--- src/rtl/key_bcd_counter.sv ---
// Two-digit BCD counter driven by four debounced push-buttons (inc, dec, load, clear).
// Optional hold-to-repeat on inc/dec is built when KEY_AUTOREPEAT_EN is defined.
module key_bcd_counter #(
    parameter int unsigned DEBOUNCE_CYCLES = 500000,
    parameter int unsigned REPEAT_CYCLES   = 25000000
) (
    input  logic       CLOCK_50,
    input  logic       RESET,
    input  logic [3:0] KEY,
    input  logic [9:0] SW,
    output logic [3:0] digit_hi,
    output logic [3:0] digit_lo,
    output logic       upd,
    output logic [3:0] key_state
);

    localparam logic [18:0] DB_LAST = 19'(DEBOUNCE_CYCLES - 1);

    logic [3:0]  key_meta;
    logic [3:0]  key_sync;
    logic [3:0]  key_prev;
    logic [18:0] db_cnt [4];
    logic [3:0]  press;
    logic        inc_ev;
    logic        dec_ev;
    logic [3:0]  hi_d;
    logic [3:0]  lo_d;
    logic        upd_d;

    // REPEAT_CYCLES is only consumed by the auto-repeat build; SW[5:4] has no function.
    logic unused_cfg;
    assign unused_cfg = ^{REPEAT_CYCLES, SW[5:4]};

    always_ff @(posedge CLOCK_50 or posedge RESET) begin
        if (RESET) begin
            key_meta <= 4'hF;
            key_sync <= 4'hF;
        end else begin
            key_meta <= KEY;
            key_sync <= key_meta;
        end
    end

    always_ff @(posedge CLOCK_50 or posedge RESET) begin
        if (RESET) begin
            key_state <= 4'hF;
            for (int i = 0; i < 4; i++) begin
                db_cnt[i] <= '0;
            end
        end else begin
            for (int i = 0; i < 4; i++) begin
                if (key_sync[i] == key_state[i]) begin
                    db_cnt[i] <= '0;
                end else if (db_cnt[i] == DB_LAST) begin
                    key_state[i] <= key_sync[i];
                    db_cnt[i]    <= '0;
                end else begin
                    db_cnt[i] <= db_cnt[i] + 19'd1;
                end
            end
        end
    end

    always_ff @(posedge CLOCK_50 or posedge RESET) begin
        if (RESET) begin
            key_prev <= 4'hF;
        end else begin
            key_prev <= key_state;
        end
    end

    // Press only: debounced level falling from 1 to 0.
    assign press = key_prev & ~key_state;

`ifdef KEY_AUTOREPEAT_EN
    localparam int unsigned RPT_W = (REPEAT_CYCLES > 2) ? $clog2(REPEAT_CYCLES) : 1;
    localparam logic [RPT_W-1:0] RPT_LAST = RPT_W'(REPEAT_CYCLES - 1);

    logic [RPT_W-1:0] rpt_cnt;
    logic             rpt_hold;
    logic             rpt_press;
    logic             rpt_fire;

    assign rpt_hold  = ~key_state[0] | ~key_state[1];
    assign rpt_press = press[0] | press[1];
    assign rpt_fire  = rpt_hold & ~rpt_press & (rpt_cnt == RPT_LAST);

    always_ff @(posedge CLOCK_50 or posedge RESET) begin
        if (RESET) begin
            rpt_cnt <= '0;
        end else if (rpt_press || !rpt_hold || rpt_cnt == RPT_LAST) begin
            rpt_cnt <= '0;
        end else begin
            rpt_cnt <= rpt_cnt + 1'b1;
        end
    end

    assign inc_ev = press[0] | (rpt_fire & ~key_state[0]);
    assign dec_ev = press[1] | (rpt_fire & ~key_state[1]);
`else
    assign inc_ev = press[0];
    assign dec_ev = press[1];
`endif

    function automatic logic [3:0] clamp9(input logic [3:0] d);
        return (d > 4'd9) ? 4'd9 : d;
    endfunction

    always_comb begin
        hi_d  = digit_hi;
        lo_d  = digit_lo;
        upd_d = 1'b0;
        if (press[3]) begin
            hi_d  = 4'd0;
            lo_d  = 4'd0;
            upd_d = 1'b1;
        end else if (press[2]) begin
            hi_d  = clamp9(SW[9:6]);
            lo_d  = clamp9(SW[3:0]);
            upd_d = 1'b1;
        end else if (inc_ev && !dec_ev) begin
            upd_d = 1'b1;
            if (digit_lo == 4'd9) begin
                lo_d = 4'd0;
                hi_d = (digit_hi == 4'd9) ? 4'd0 : digit_hi + 4'd1;
            end else begin
                lo_d = digit_lo + 4'd1;
            end
        end else if (dec_ev && !inc_ev) begin
            upd_d = 1'b1;
            if (digit_lo == 4'd0) begin
                lo_d = 4'd9;
                hi_d = (digit_hi == 4'd0) ? 4'd9 : digit_hi - 4'd1;
            end else begin
                lo_d = digit_lo - 4'd1;
            end
        end
    end

    always_ff @(posedge CLOCK_50 or posedge RESET) begin
        if (RESET) begin
            digit_hi <= 4'd0;
            digit_lo <= 4'd0;
            upd      <= 1'b0;
        end else begin
            digit_hi <= hi_d;
            digit_lo <= lo_d;
            upd      <= upd_d;
        end
    end

endmodule

--- config.mk ---
export PLATFORM = sky130hd
export DESIGN_NAME = key_bcd_counter
export DESIGN_NICKNAME = d
export VERILOG_FILES = /design/src/rtl/key_bcd_counter.sv
export SDC_FILE = /design/constraint.sdc
export NUM_CORES = 1
export LEC_CHECK = 0
export ABC_AREA = 0
export BUFFER_PORTS_ARGS = -buffer_cell sky130_fd_sc_hd__buf_2
export CAP_MARGIN = 20
export CORE_MARGIN = 2
export CORE_UTILIZATION = 66
export CTS_CLUSTER_SIZE = 20
export DETAILED_ROUTE_END_ITERATION = 16
export HOLD_SLACK_MARGIN = 0.02
export PLACE_DENSITY = 0.85
export SLEW_MARGIN = 20
export SYNTH_ARGS = -nofsm -noshare
export SYNTH_HDL_FRONTEND = slang
export SYNTH_SLANG_ARGS = --single-unit
--- constraint.sdc ---
create_clock -name CLOCK_50 -period 9.1 [get_ports CLOCK_50]
set_input_delay 1.365 -clock CLOCK_50 [delete_from_list [all_inputs] [get_ports CLOCK_50]]
set_output_delay 1.365 -clock CLOCK_50 [all_outputs]
set_load 0.02 [all_outputs]
After elaboration in Yosys (flattened, before gate mapping)
Index checks and enable logic that the tools add are counted.
Cells by class
  equality and inequality tests: 11
  add/sub/neg operators: 8
  reduce and logical (&&, ||, !) cells: 13
  multiplexer cells: 28
  bitwise operators: 6
  magnitude comparators: 2
Operator list (number)
  2-to-1 mux 19 bit: 8
  adder 19 x 1 -> 19 bit (second input constant): 4
  == test 19 bit (second input constant): 4
  2-to-1 mux 4 bit: 16
  adder 4 x 1 -> 4 bit (second input constant): 2
  == test 4 bit (second input constant): 2
  greater-than comparator 4 bit (second input constant): 2
  zero test 4 bit: 2
  AND reduction 2 bit: 4
  nonzero test 4 bit: 2
  subtractor 4 x 1 -> 4 bit (second input constant): 2
  AND 4 bit: 1
  == test 1 bit: 4
  2-to-1 mux 1 bit: 4
  != test 4 x 3 -> 1 bit (second input constant): 1
  inverter 1 bit: 4
  inverter 4 bit: 1
  AND reduction 3 bit: 1
  logical AND 1 bit: 2
  zero test 1 bit: 2
Word-level totals
  bits of input ports: 16
  output and inout port bits: 13
  bits in registers: 101

Longest topological paths before layout
Gate-level depths: netlist (run 1).
  depth in word-level cells: 8
  mapped depth: 8
  gate-level depth less buffers: 6

Worst setup path after synthesis (run 1)
No wires, ideal clock.
  kind: register to register
  start: register key_state[1]
  end: register digit_hi[3]
  cell stages (with the launch flop): 8
  buffers on the path: 1
  data arrival time: 2.010 ns
  path slack: 6.990 ns
  required time: 8.999 ns
  cell sequence: dfstp_2 > nand2b_1 > ha_1 > clkbuf_1 > and3_1 > o21ai_1 > a2111o_1 > o32ai_1
On the way
  longest elaborated chain between the ends: 7
  elaborated cells on any way between the ends: 12
Ends and longest elaborated chain
  from (decl): line 14  | output logic [3:0] key_state
  from (signal, indexed assignment): line 55  | key_state[i] <= key_sync[i];
  inverter 4 bit *: line 73  | assign press = key_prev & ~key_state;
  AND 4 bit *: line 73
  zero test 1 bit: line 121  | end else if (inc_ev && !dec_ev) begin
  logical AND 1 bit: line 121
  2-to-1 mux 4 bit: line 121
  2-to-1 mux 4 bit: line 117  | end else if (press[2]) begin
  2-to-1 mux 4 bit: line 113  | if (press[3]) begin
  to (signal assigned): line 146  | digit_hi <= hi_d;
  to (decl): line 11  | output logic [3:0] digit_hi,
Mark *: on every way between the ends. The rest lies on a longest branch, timed or not.
A chain may end at the register's enable or synchronous reset.

Worst setup path in the final report (run 1)
  start: register key_state[2]
  end: output key_state[2]
No word-level cell between the ends.

==> results of run 1 <==
==> per-stage QoR <==
stage	total power [W]	instance area, um2
2_1_floorplan	0.0004910	5261
3_3_place_gp	0.0004991	5461
3_5_place_dp	0.0005015	5469
4_1_cts	0.0007944	5677
5_1_grt	0.0008198	5677
6_report	0.0007887	5677
==> power by group <==
part	switching, W	internal [W]	total (W)	leakage (nW)
clock network	0.000165	0.000131	0.000296	0.0955
logic	0.0000211	0.00000891	0.0000300	0.832
registers	0.00000608	0.000456	0.000462	1.32
total	0.000192	0.000597	0.000789	2.25
==> per-layer routing <==
metal  GRT usage (%)  vias to the layer above  routed length (um)
li1                -                     1983                   -
met1           35.02                     2044                4720
met2           42.75                      111                5082
met3           4.915                       20                 422
met4           7.966                        0                 190
met5               0                        -                   0
==> worst max-delay path by stage <==
| stage | to | slack, ns | cells past startpoint |
|---|---|---|---|
| global placement | db_cnt[34]$_DFF_PP0_ | 6.53 | 3 |
| CTS | key_state[2] | 6.57 | 1 |
| floorplan | db_cnt[0]$_DFF_PP0_ | 5.11 | 1 |
| finish | key_state[2] | 6.58 | 1 |
| global route | digit_hi[3]$_DFFE_PP0P_ | 6.45 | 6 |
| detailed placement | db_cnt[37]$_DFF_PP0_ | 6.50 | 3 |
==> final cells by class <==
class / instances / area, um2
clock buffers: 9 / 123.9
clock inverters: 7 / 83.83
fillers: 510 / 2051
inverters: 20 / 77.57
multi-input cells: 402 / 2571
flip-flops and latches: 101 / 2547
well taps: 102 / 127.6
repair buffers: 28 / 145.1
==> logic make-up after synthesis <==
family	Yosys count
fa+ha+maj	12
simple gates	241
mux	4
buf+inv	35
xor+xnor	51
compound gates	94
flops	101
==> registers in the layout, summed over array words and instances (netlist names) <==
register	count
key_state	4
digit_lo	4
key_prev	4
key_sync	4
db_cnt	76
digit_hi	4
key_meta	4
upd	1
==> placed cells by master (no fill, tap or decap), types with 3 or more instances in the layout <==
cell type,count
clkbuf_8,9
or4_1,12
nand2_1,32
nand2b_1,7
and4_1,6
o21ai_0,22
o31ai_1,11
buf_2,26
a221o_1,3
nor4_1,14
nor2b_1,11
nor2_1,53
nand3_1,27
xor2_1,18
or3_1,18
ha_1,12
a21oi_1,37
dfstp_2,16
xnor2_1,33
nor3_1,8
inv_1,19
dfrtp_1,85
nand4_1,16
clkinvlp_4,3
nor2_2,10
and2_1,7
and3_1,3
mux2_2,4
==> flow_summary.json, run 1 <==
{
  "outcome": "completed",
  "synth_top_cell_by_area": "dfrtp_1",
  "p_leak_nw": 2.251,
  "rrSetupSlack_ns": 6.64,
  "gr-total-overflow": 0,
  "synth_top_flop_cell": "dfrtp_1",
  "area_growth_pct": 7.895,
  "place.gp.congestion": 0.8824,
  "hp-class": "flip-flop to flip-flop",
  "pre_cts_ws_ns": 6.505,
  "clockBufferDepth": 2,
  "gr-usage-all-layers_pct": 25.92,
  "post_cts_resized": 0,
  "r2r-end": "digit_hi[3]$_DFFE_PP0P_",
  "grt_pass1_wl_um": 18140,
  "synth-seq-area-share_pct": 48.42,
  "fp.dieArea_mm2": 0.008702,
  "worstPathMaxFanout": 6,
  "core_mm2": 0.007727,
  "synth-edff-count": 0,
  "hold_end": "key_sync[2]$_DFF_PP1_",
  "finalClockSkew_ns": 0.01244,
  "synth_common_cells": "dfrtp_1, nor2_1, a21oi_1, xnor2_1, nand2_1",
  "clkTransAtPathRegs_ns": 0.10,
  "tritoncts.num_buffers": 9,
  "crit_type": "flip-flop to output port",
  "synthAdderAreaFrac_pct": 2.854,
  "h-tree-depth": 3,
  "syn_area_mm2": 0.005261,
  "whs_ns": 0.3629,
  "crit_required_ns": 7.74,
  "rows": 32,
  "dp.final_hpwl_um": 7104,
  "cts_setup_buffers": 0,
  "regToRegStartpoint": "key_state[1]$_DFFE_PP1P_",
  "drive_above_1_share_pct": 14.99,
  "drt_first_iter_violations": 235,
  "antenna_found_initial": 0,
  "synth_top_family_by_area": "simple AND/OR/NAND/NOR gates",
  "setup_tns_ns": 0,
  "fin_util_pct": 73.46,
  "period_needed_ns": 2.519,
  "min-delay-start": "key_meta[2]$_DFF_PP1_",
  "peakVddDrop_mv": 0.1001,
  "stdcell_count": 669,
  "r2r_cells": 6,
  "ys_ff_latch": 101,
  "die_w_um": 93.29,
  "yosys_warnings": 0,
  "grt_max_degree": 52,
  "drtPass1Iterations": 4,
  "clock_latency_ns": 0.37,
  "synth_area_leaders": "dfrtp_1, dfstp_2, xnor2_1",
  "cap_violations": 0,
  "max_stage_delay_ns": 0.60,
  "arrival_ns": 1.15,
  "ys_types": 58,
  "whs_path_depth": 0,
  "initial_core_util_pct": 68.09,
  "critPathCaptureType": "output port",
  "worst_pin_slew_ns": 0.7754,
  "synth-simple-area-share_pct": 25.33,
  "postSynthAreaPerCell_um2": 9.779,
  "hold_viol": 0,
  "clkSinkCount": 101,
  "fmax_mhz": 397.0,
  "critPathBufInv": 1,
  "relSlewSlack_pct": 47.96,
  "drtAntennaViolNets": 0,
  "drv_slew": 0,
  "nNetsFinal": 590,
  "dp.cells": 653,
  "yosys.area.top_type_share_pct": 40.43,
  "cts_tree": "built",
  "num_antenna_cells": 0,
  "fp.dieH_um": 93.29,
  "critPathLaunch": "key_state[2]$_DFFE_PP1P_",
  "setup_violations": 0,
  "synth_xor_area_share_pct": 8.490,
  "synth.area.mux_share_pct": 0.8561,
  "setup_slack_ns": 6.581,
  "yosysMostFrequentCell": "dfrtp_1",
  "p_per_area_mw_per_mm2": 138.9,
  "slowest_stage": "dfstp_2",
  "cp-start-kind": "flip-flop",
  "syn_nets": 566,
  "synth_compound_area_share_pct": 11.34,
  "grt_setup_unrepaired": "false",
  "cp_cell_sequence": "buf_2",
  "wl_per_cell_um": 15.57,
  "avgViaCountPerCell": 6.215,
  "ios": 29,
  "num_vias": 4158,
  "syn_inst": 538,
  "synthArstFlopShare_pct": 100.0,
  "hold_buffers": 0,
  "drc_errors": 0,
  "wl_um": 10420,
  "cts_root_buf": "clkbuf_8",
  "post-route-period-util_pct": 27.68,
  "grt_pass1_vias": 3977,
  "crit_family": "flip-flops",
  "portBuffers": 26
}
Power figures use the tool's default switching activity.
==> run 2, diff against run 1 <==
--- a/config.mk
+++ b/config.mk
@@ -5,15 +5,15 @@
 export SDC_FILE = /design/constraint.sdc
 export NUM_CORES = 1
 export LEC_CHECK = 0
-export ABC_AREA = 0
+export ABC_AREA = 1
 export BUFFER_PORTS_ARGS = -buffer_cell sky130_fd_sc_hd__buf_2
 export CAP_MARGIN = 20
 export CORE_MARGIN = 2
-export CORE_UTILIZATION = 66
+export CORE_UTILIZATION = 62
 export CTS_CLUSTER_SIZE = 20
 export DETAILED_ROUTE_END_ITERATION = 16
 export HOLD_SLACK_MARGIN = 0.02
-export PLACE_DENSITY = 0.85
+export PLACE_DENSITY = 0.8
 export SLEW_MARGIN = 20
 export SYNTH_ARGS = -nofsm -noshare
 export SYNTH_HDL_FRONTEND = slang
==> constraint.sdc (replaced) <==
create_clock -name CLOCK_50 -period 2.5 [get_ports CLOCK_50]
set_input_delay 0.375 -clock CLOCK_50 [delete_from_list [all_inputs] [get_ports CLOCK_50]]
set_output_delay 0.375 -clock CLOCK_50 [all_outputs]
set_load 0.02 [all_outputs]
==> run 2 against run 1 <==
Power grew to 3.5 times the previous value. Highest routed layer unchanged. Register-to-register slack lost 6.1 ns. Critical path type is now flip-flop to flip-flop. Wire length grew 16%. Critical endpoint is now digit_hi[0]$_DFFE_PP0P_.
==> flow_summary.json, run 2 <==
{
  "synth_area_leaders": "dfrtp_1, nor2_1, nand2_1",
  "drc_errors": 0,
  "synth_top_cell_by_area": "dfrtp_1",
  "dp.final_hpwl_um": 9028,
  "die_w_um": 101.4,
  "whs_path_depth": 1,
  "ys_types": 36,
  "synth_common_cells": "nor2_1, nand2_1, inv_1, dfrtp_1, nand3_1",
  "hold_viol": 0,
  "regToRegStartpoint": "key_state[1]$_DFFE_PP1P_",
  "drtAntennaViolNets": 0,
  "tritoncts.num_buffers": 9,
  "cts_root_buf": "clkbuf_8",
  "clkTransAtPathRegs_ns": 0.10,
  "min-delay-start": "KEY[2]",
  "wl_um": 12050,
  "cts_setup_buffers": 0,
  "clockBufferDepth": 2,
  "gr-usage-all-layers_pct": 25.14,
  "hold_end": "key_meta[2]$_DFF_PP1_",
  "arrival_ns": 2.19,
  "place.gp.congestion": 0.9014,
  "syn_area_mm2": 0.005887,
  "layout_common_cells": "nor2_1, nand2_1, inv_1, dfrtp_1, nand3_1",
  "r2r-end": "digit_hi[0]$_DFFE_PP0P_",
  "drt_first_iter_violations": 274,
  "fin_util_pct": 69.18,
  "p_comb_share_pct": 4.3,
  "yosys.area.top_type_share_pct": 36.13,
  "net-switching-power_w": 0.0006719,
  "dp.cells": 941,
  "worstPathMaxFanout": 10,
  "portBuffers": 26,
  "stdcell_count": 957,
  "finalClockSkew_ns": 0.01302,
  "cp-start-kind": "flip-flop",
  "r2r_cells": 10,
  "pre_cts_ws_ns": 0.6088,
  "clkSinkCount": 101,
  "post_cts_resized": 0,
  "peakVddDrop_mv": 0.3975,
  "cap_violations": 0,
  "rows": 35,
  "cp_cell_sequence": "inv_1 > nand2_1 > ha_1 > inv_1 > nand2_1 > nand3_1 > nand2_1 > inv_1 > nand2_1 > o21ai_1",
  "drv_slew": 0,
  "synth_top_flop_cell": "dfrtp_1",
  "ys_ff_latch": 101,
  "postSynthAreaPerCell_um2": 7.490,
  "fp.dieH_um": 101.4,
  "crit_type": "flip-flop to flip-flop",
  "cts_tree": "built",
  "syn_nets": 814,
  "fp.dieArea_mm2": 0.01029,
  "yosys_warnings": 0,
  "antenna_found_initial": 0,
  "hp-class": "input port to flip-flop",
  "grt_setup_unrepaired": "false",
  "grt_pass1_wl_um": 20760,
  "max_stage_delay_ns": 0.58,
  "swShare_pct": 24.49,
  "rrSetupSlack_ns": 0.56,
  "hold_buffers": 0,
  "critPathCaptureType": "flip-flop",
  "cp_common_cell": "nand2_1",
  "seq_area_mm2": 0.002547,
  "synth-seq-area-share_pct": 43.27,
  "drtPass1Iterations": 5,
  "grt_max_degree": 41,
  "outcome": "completed",
  "initial_core_util_pct": 63.71,
  "nNetsFinal": 851,
  "slowest_stage": "dfstp_2",
  "multi_input_area_mm2": 0.002945,
  "synthArstFlopShare_pct": 100.0,
  "period_needed_ns": 1.944,
  "p_clk_share_pct": 34.5,
  "yosysMostFrequentCell": "nor2_1",
  "setup_slack_ns": 0.5561,
  "p_seq_share_pct": 61.2,
  "internal_power_w": 0.002072,
  "num_antenna_cells": 0,
  "wl_per_cell_um": 12.59,
  "drive_above_1_share_pct": 13.77,
  "setup_violations": 0,
  "grt_pass1_vias": 4761,
  "relSlewSlack_pct": 49.71,
  "ios": 29,
  "largest_reg_flops": 76,
  "synth-edff-count": 0,
  "mostFrequentLayoutCell": "nor2_1",
  "post-route-period-util_pct": 77.76,
  "p_per_area_mw_per_mm2": 429.2,
  "setup_tns_ns": 0,
  "syn_inst": 786,
  "core_mm2": 0.009240,
  "nFillCells": 788,
  "gr-total-overflow": 0,
  "h-tree-depth": 3,
  "p_leak_nw": 2.837,
  "area_growth_pct": 8.587,
  "totalPowerFinal_w": 0.002744,
  "top_register": "db_cnt",
  "num_vias": 5053,
  "worst_pin_slew_ns": 0.7528,
  "avgViaCountPerCell": 5.280,
  "crit_required_ns": 2.75,
  "clock_latency_ns": 0.37,
  "fmax_mhz": 514.4
}
[run 2: cell count changes after synthesis, sizes merged, moves of 19 or more]
cell / before / now
xnor2: 33 / 7
nor2: 63 / 200
a21oi: 37 / 18
inv: 20 / 101
nand2: 32 / 175
nand3: 29 / 72
[run 2: critical path, delay by kind of cell (launching register included)]
family,cells,cell delay [ns]
adders and majority gates,1,0.38
AOI/OAI and AO/OA,1,0.07
buffers and inverters,3,0.33
DFF,1,0.58
and+or+nand+nor,5,0.47
[run 2: how the worst max path moves through the flow]
stage / from / end / cells after the start
global placement: key_state[1]$_DFFE_PP1P_ / digit_hi[1]$_DFFE_PP0P_ / 11
CTS: key_state[1]$_DFFE_PP1P_ / digit_hi[0]$_DFFE_PP0P_ / 10
floorplan: key_state[0]$_DFFE_PP1P_ / digit_hi[2]$_DFFE_PP0P_ / 11
detailed placement: key_state[1]$_DFFE_PP1P_ / digit_hi[0]$_DFFE_PP0P_ / 10
global route: key_state[1]$_DFFE_PP1P_ / digit_hi[1]$_DFFE_PP0P_ / 11
finish: key_state[1]$_DFFE_PP1P_ / digit_hi[0]$_DFFE_PP0P_ / 10
[run 2: cells by family after synthesis]
group / synth area share [%]
and+or+nand+nor: 38.75
buffers and inverters: 6.695
DFF: 43.27
AOI/OAI and AO/OA: 3.720
xor gates and xnor gates: 5.016
adders and majority gates: 2.550
[run 2: layout make-up]
type,instances,share of cell area [%]
multi-input cells,582,46.08
flip-flops and latches,101,39.85
inverters,101,6.068
repair buffers,28,2.662
well taps,129,2.525
clock buffers,11,2.055
clock inverters,5,0.7634
[run 2: routing by layer]
metal | vias up | global-route usage (%) | share of wire [%]
met5 | - | 0 | 0
met3 | 17 | 4.141 | 4.0
li1 | 2550 | - | -
met4 | 0 | 8.420 | 1.4
met2 | 113 | 42.49 | 49
met1 | 2373 | 33.17 | 46
[run 2: power by group through the flow]
stage / Clock, W / Sequential, W / Combinational (W)
after global placement: 0 / 0.00171 / 0.000118
after floorplan: 0 / 0.00171 / 0.0000777
after detailed placement: 0 / 0.00171 / 0.000121
after global routing: 0.00103 / 0.00168 / 0.000139
after CTS: 0.000977 / 0.00168 / 0.000121
final: 0.000947 / 0.00168 / 0.000117
[run 2: stage by stage]
| stage | hold WS (ns) | area [um2] |
|---|---|---|
| 2_1_floorplan | 0.3452 | 5891 |
| 3_3_place_gp | 0.3459 | 6212 |
| 3_5_place_dp | 0.3478 | 6212 |
| 4_1_cts | 0.07980 | 6392 |
| 5_1_grt | 0.07526 | 6392 |
| 6_report | 0.09806 | 6392 |
==> run 3, diff against run 2 <==
--- a/config.mk
+++ b/config.mk
@@ -5,15 +5,15 @@
 export SDC_FILE = /design/constraint.sdc
 export NUM_CORES = 1
 export LEC_CHECK = 0
-export ABC_AREA = 1
+export ABC_AREA = 0
 export BUFFER_PORTS_ARGS = -buffer_cell sky130_fd_sc_hd__buf_2
 export CAP_MARGIN = 20
 export CORE_MARGIN = 2
-export CORE_UTILIZATION = 62
+export CORE_UTILIZATION = 55
 export CTS_CLUSTER_SIZE = 20
 export DETAILED_ROUTE_END_ITERATION = 16
 export HOLD_SLACK_MARGIN = 0.02
-export PLACE_DENSITY = 0.8
+export PLACE_DENSITY = 0.76
 export SLEW_MARGIN = 20
 export SYNTH_ARGS = -nofsm -noshare
 export SYNTH_HDL_FRONTEND = slang
==> constraint.sdc (replaced) <==
create_clock -name CLOCK_50 -period 1.6 [get_ports CLOCK_50]
set_input_delay 0.24 -clock CLOCK_50 [delete_from_list [all_inputs] [get_ports CLOCK_50]]
set_output_delay 0.24 -clock CLOCK_50 [all_outputs]
set_load 0.02 [all_outputs]
==> run 3 against run 2 <==
The run now ends with setup timing left. Cell area up 18%. Sequential cell count unchanged. Core utilization up 12 points. Global-route usage up 1.6 points. Power up 73%. Cell count down 13%. Clock skew about the same. Via count down 2.5%. Critical endpoint is now key_state[1]$_DFFE_PP1P_. Largest cell class unchanged.
==> flow_summary.json, run 3 (synthesis results as in run 1) <==
{
  "peakVddDrop_mv": 0.5757,
  "final_area_mm2": 0.007532,
  "cp-start-kind": "flip-flop",
  "post-route-period-util_pct": 127.3,
  "ios": 29,
  "critPathCaptureType": "flip-flop",
  "grt_pass1_wl_um": 21890,
  "whs_ns": 0.1414,
  "gr-total-overflow": 0,
  "dpl_cell_area_mm2": 0.006539,
  "layout_common_cells": "buf_4, dfrtp_1, nor2_1, xnor2_1, nand2_1",
  "setup_slack_ns": -0.4370,
  "avgViaCountPerCell": 5.891,
  "h-tree-depth": 3,
  "violations": "setup timing",
  "place.gp.congestion": 0.8919,
  "finalClockSkew_ns": 0.01303,
  "p_leak_nw": 3.098,
  "clkSinkCount": 101,
  "wl_um": 14950,
  "setup_tns_ns": -13.84,
  "crit_type": "flip-flop to flip-flop",
  "core_mm2": 0.009240,
  "fmax_mhz": 490.9,
  "initial_core_util_pct": 56.94,
  "drtPass1Iterations": 4,
  "worstPathMaxFanout": 2,
  "critPathBufInv": 0,
  "cts_root_buf": "clkbuf_8",
  "max_stage_delay_ns": 0.60,
  "largest_reg_flops": 76,
  "slowest_stage": "or4_4",
  "grt_max_degree": 44,
  "crit_family": "simple AND/OR/NAND/NOR gates",
  "top_register": "db_cnt",
  "drive_above_1_share_pct": 44.98,
  "num_vias": 4925,
  "drtAntennaViolNets": 0,
  "drt_first_iter_violations": 177,
  "die_w_um": 101.8,
  "totalPowerFinal_w": 0.004748,
  "dp.final_hpwl_um": 8655,
  "portBuffers": 26,
  "gr-usage-all-layers_pct": 26.71,
  "clockBufferDepth": 2,
  "crit_required_ns": 1.90,
  "cap_violations": 0,
  "outcome": "finished, violations left",
  "hp-class": "input port to flip-flop",
  "relSlewSlack_pct": 65.47,
  "drv_slew": 0,
  "nNetsFinal": 730,
  "worst_pin_slew_ns": 0.5169,
  "fp.dieArea_mm2": 0.01036,
  "hold_viol": 0,
  "wl_per_cell_um": 17.89,
  "grt_pass1_vias": 4820,
  "p_per_area_mw_per_mm2": 630.4,
  "period_needed_ns": 2.037,
  "grt_setup_unrepaired": "true",
  "antenna_found_initial": 0,
  "arrival_ns": 2.33,
  "cp_cell_sequence": "or4_1 > or4_4 > nor2_2 > mux2_2",
  "tritoncts.num_buffers": 9,
  "area_growth_pct": 43.16,
  "setup_violations": 72,
  "fp.dieH_um": 101.8,
  "clock_latency_ns": 0.37,
  "rows": 35,
  "mostFrequentLayoutCell": "buf_4",
  "cts_tree": "built",
  "clkTransAtPathRegs_ns": 0.09,
  "num_antenna_cells": 0,
  "drc_errors": 0
}
## run 3: what timing repair did
item,CTS,global route
pin swaps,15,30
setup buffers,13,11
endpoints found under the setup margin,59,85
hold buffers,5,0
hold endpoints to repair,16,0
gates cloned,2,2
gates resized for setup,35,78
## run 3: final timing paths
kind / startpoint / to / slack [ns] / cells past startpoint
hold reg to reg: key_meta[0]$_DFF_PP1_ / key_sync[0]$_DFF_PP1_ / 0.36 / 0
setup reg to reg: db_cnt[45]$_DFF_PP0_ / key_state[1]$_DFFE_PP1P_ / -0.44 / 4
setup / recovery: db_cnt[45]$_DFF_PP0_ / key_state[1]$_DFFE_PP1P_ / -0.44 / 4
max in group asynchronous: RESET / key_state[0]$_DFFE_PP1P_ / 0.50 / 4
min in group asynchronous: RESET / db_cnt[29]$_DFF_PP0_ / 0.44 / 3
hold / removal: SW[3] / digit_lo[3]$_DFFE_PP0P_ / 0.14 / 3
## run 3: per-stage QoR
stage	worst slack [ns]	std cells	util, %
after floorplan	-0.4248	538	-
after global routing	-0.4863	836	81.52
after detailed placement	-0.3767	787	70.77
after CTS	-0.3971	823	76.48
after global placement	-0.3680	787	70.77
final	-0.4370	836	81.52
## run 3: final cells by class
class	count	area, um2
sequential	101	2555
clock inverter	4	73.82
timing repair buffer	168	1406
inverter	20	83.83
tap	129	161.4
clock buffer	12	135.1
fill	510	1708
multi-input combinational	402	3117
## run 3: worst min-delay path, stage by stage
cell and delay [ns]:
buf_2 0.11, nand3_1 0.08, o41ai_2 0.05
## run 3: metal layers
| metal | track usage, % | routed length [um] | vias up | share of wire (%) |
|---|---|---|---|---|
| met3 | 3.865 | 626 | 49 | 4.2 |
| met1 | 32.62 | 5836 | 2448 | 39 |
| met4 | 9.979 | 544 | 0 | 3.6 |
| met5 | 0 | 0 | - | 0 |
| met2 | 47.82 | 7947 | 169 | 53 |
| li1 | - | - | 2259 | - |
## run 3: power by group
group / internal (W) / total, W / switching (W) / leakage, nW
sequential: 0.00260 / 0.00263 / 0.0000309 / 1.32
clock: 0.000885 / 0.00178 / 0.000892 / 0.105
combinational: 0.000155 / 0.000345 / 0.000190 / 1.68
total: 0.00364 / 0.00475 / 0.00111 / 3.10
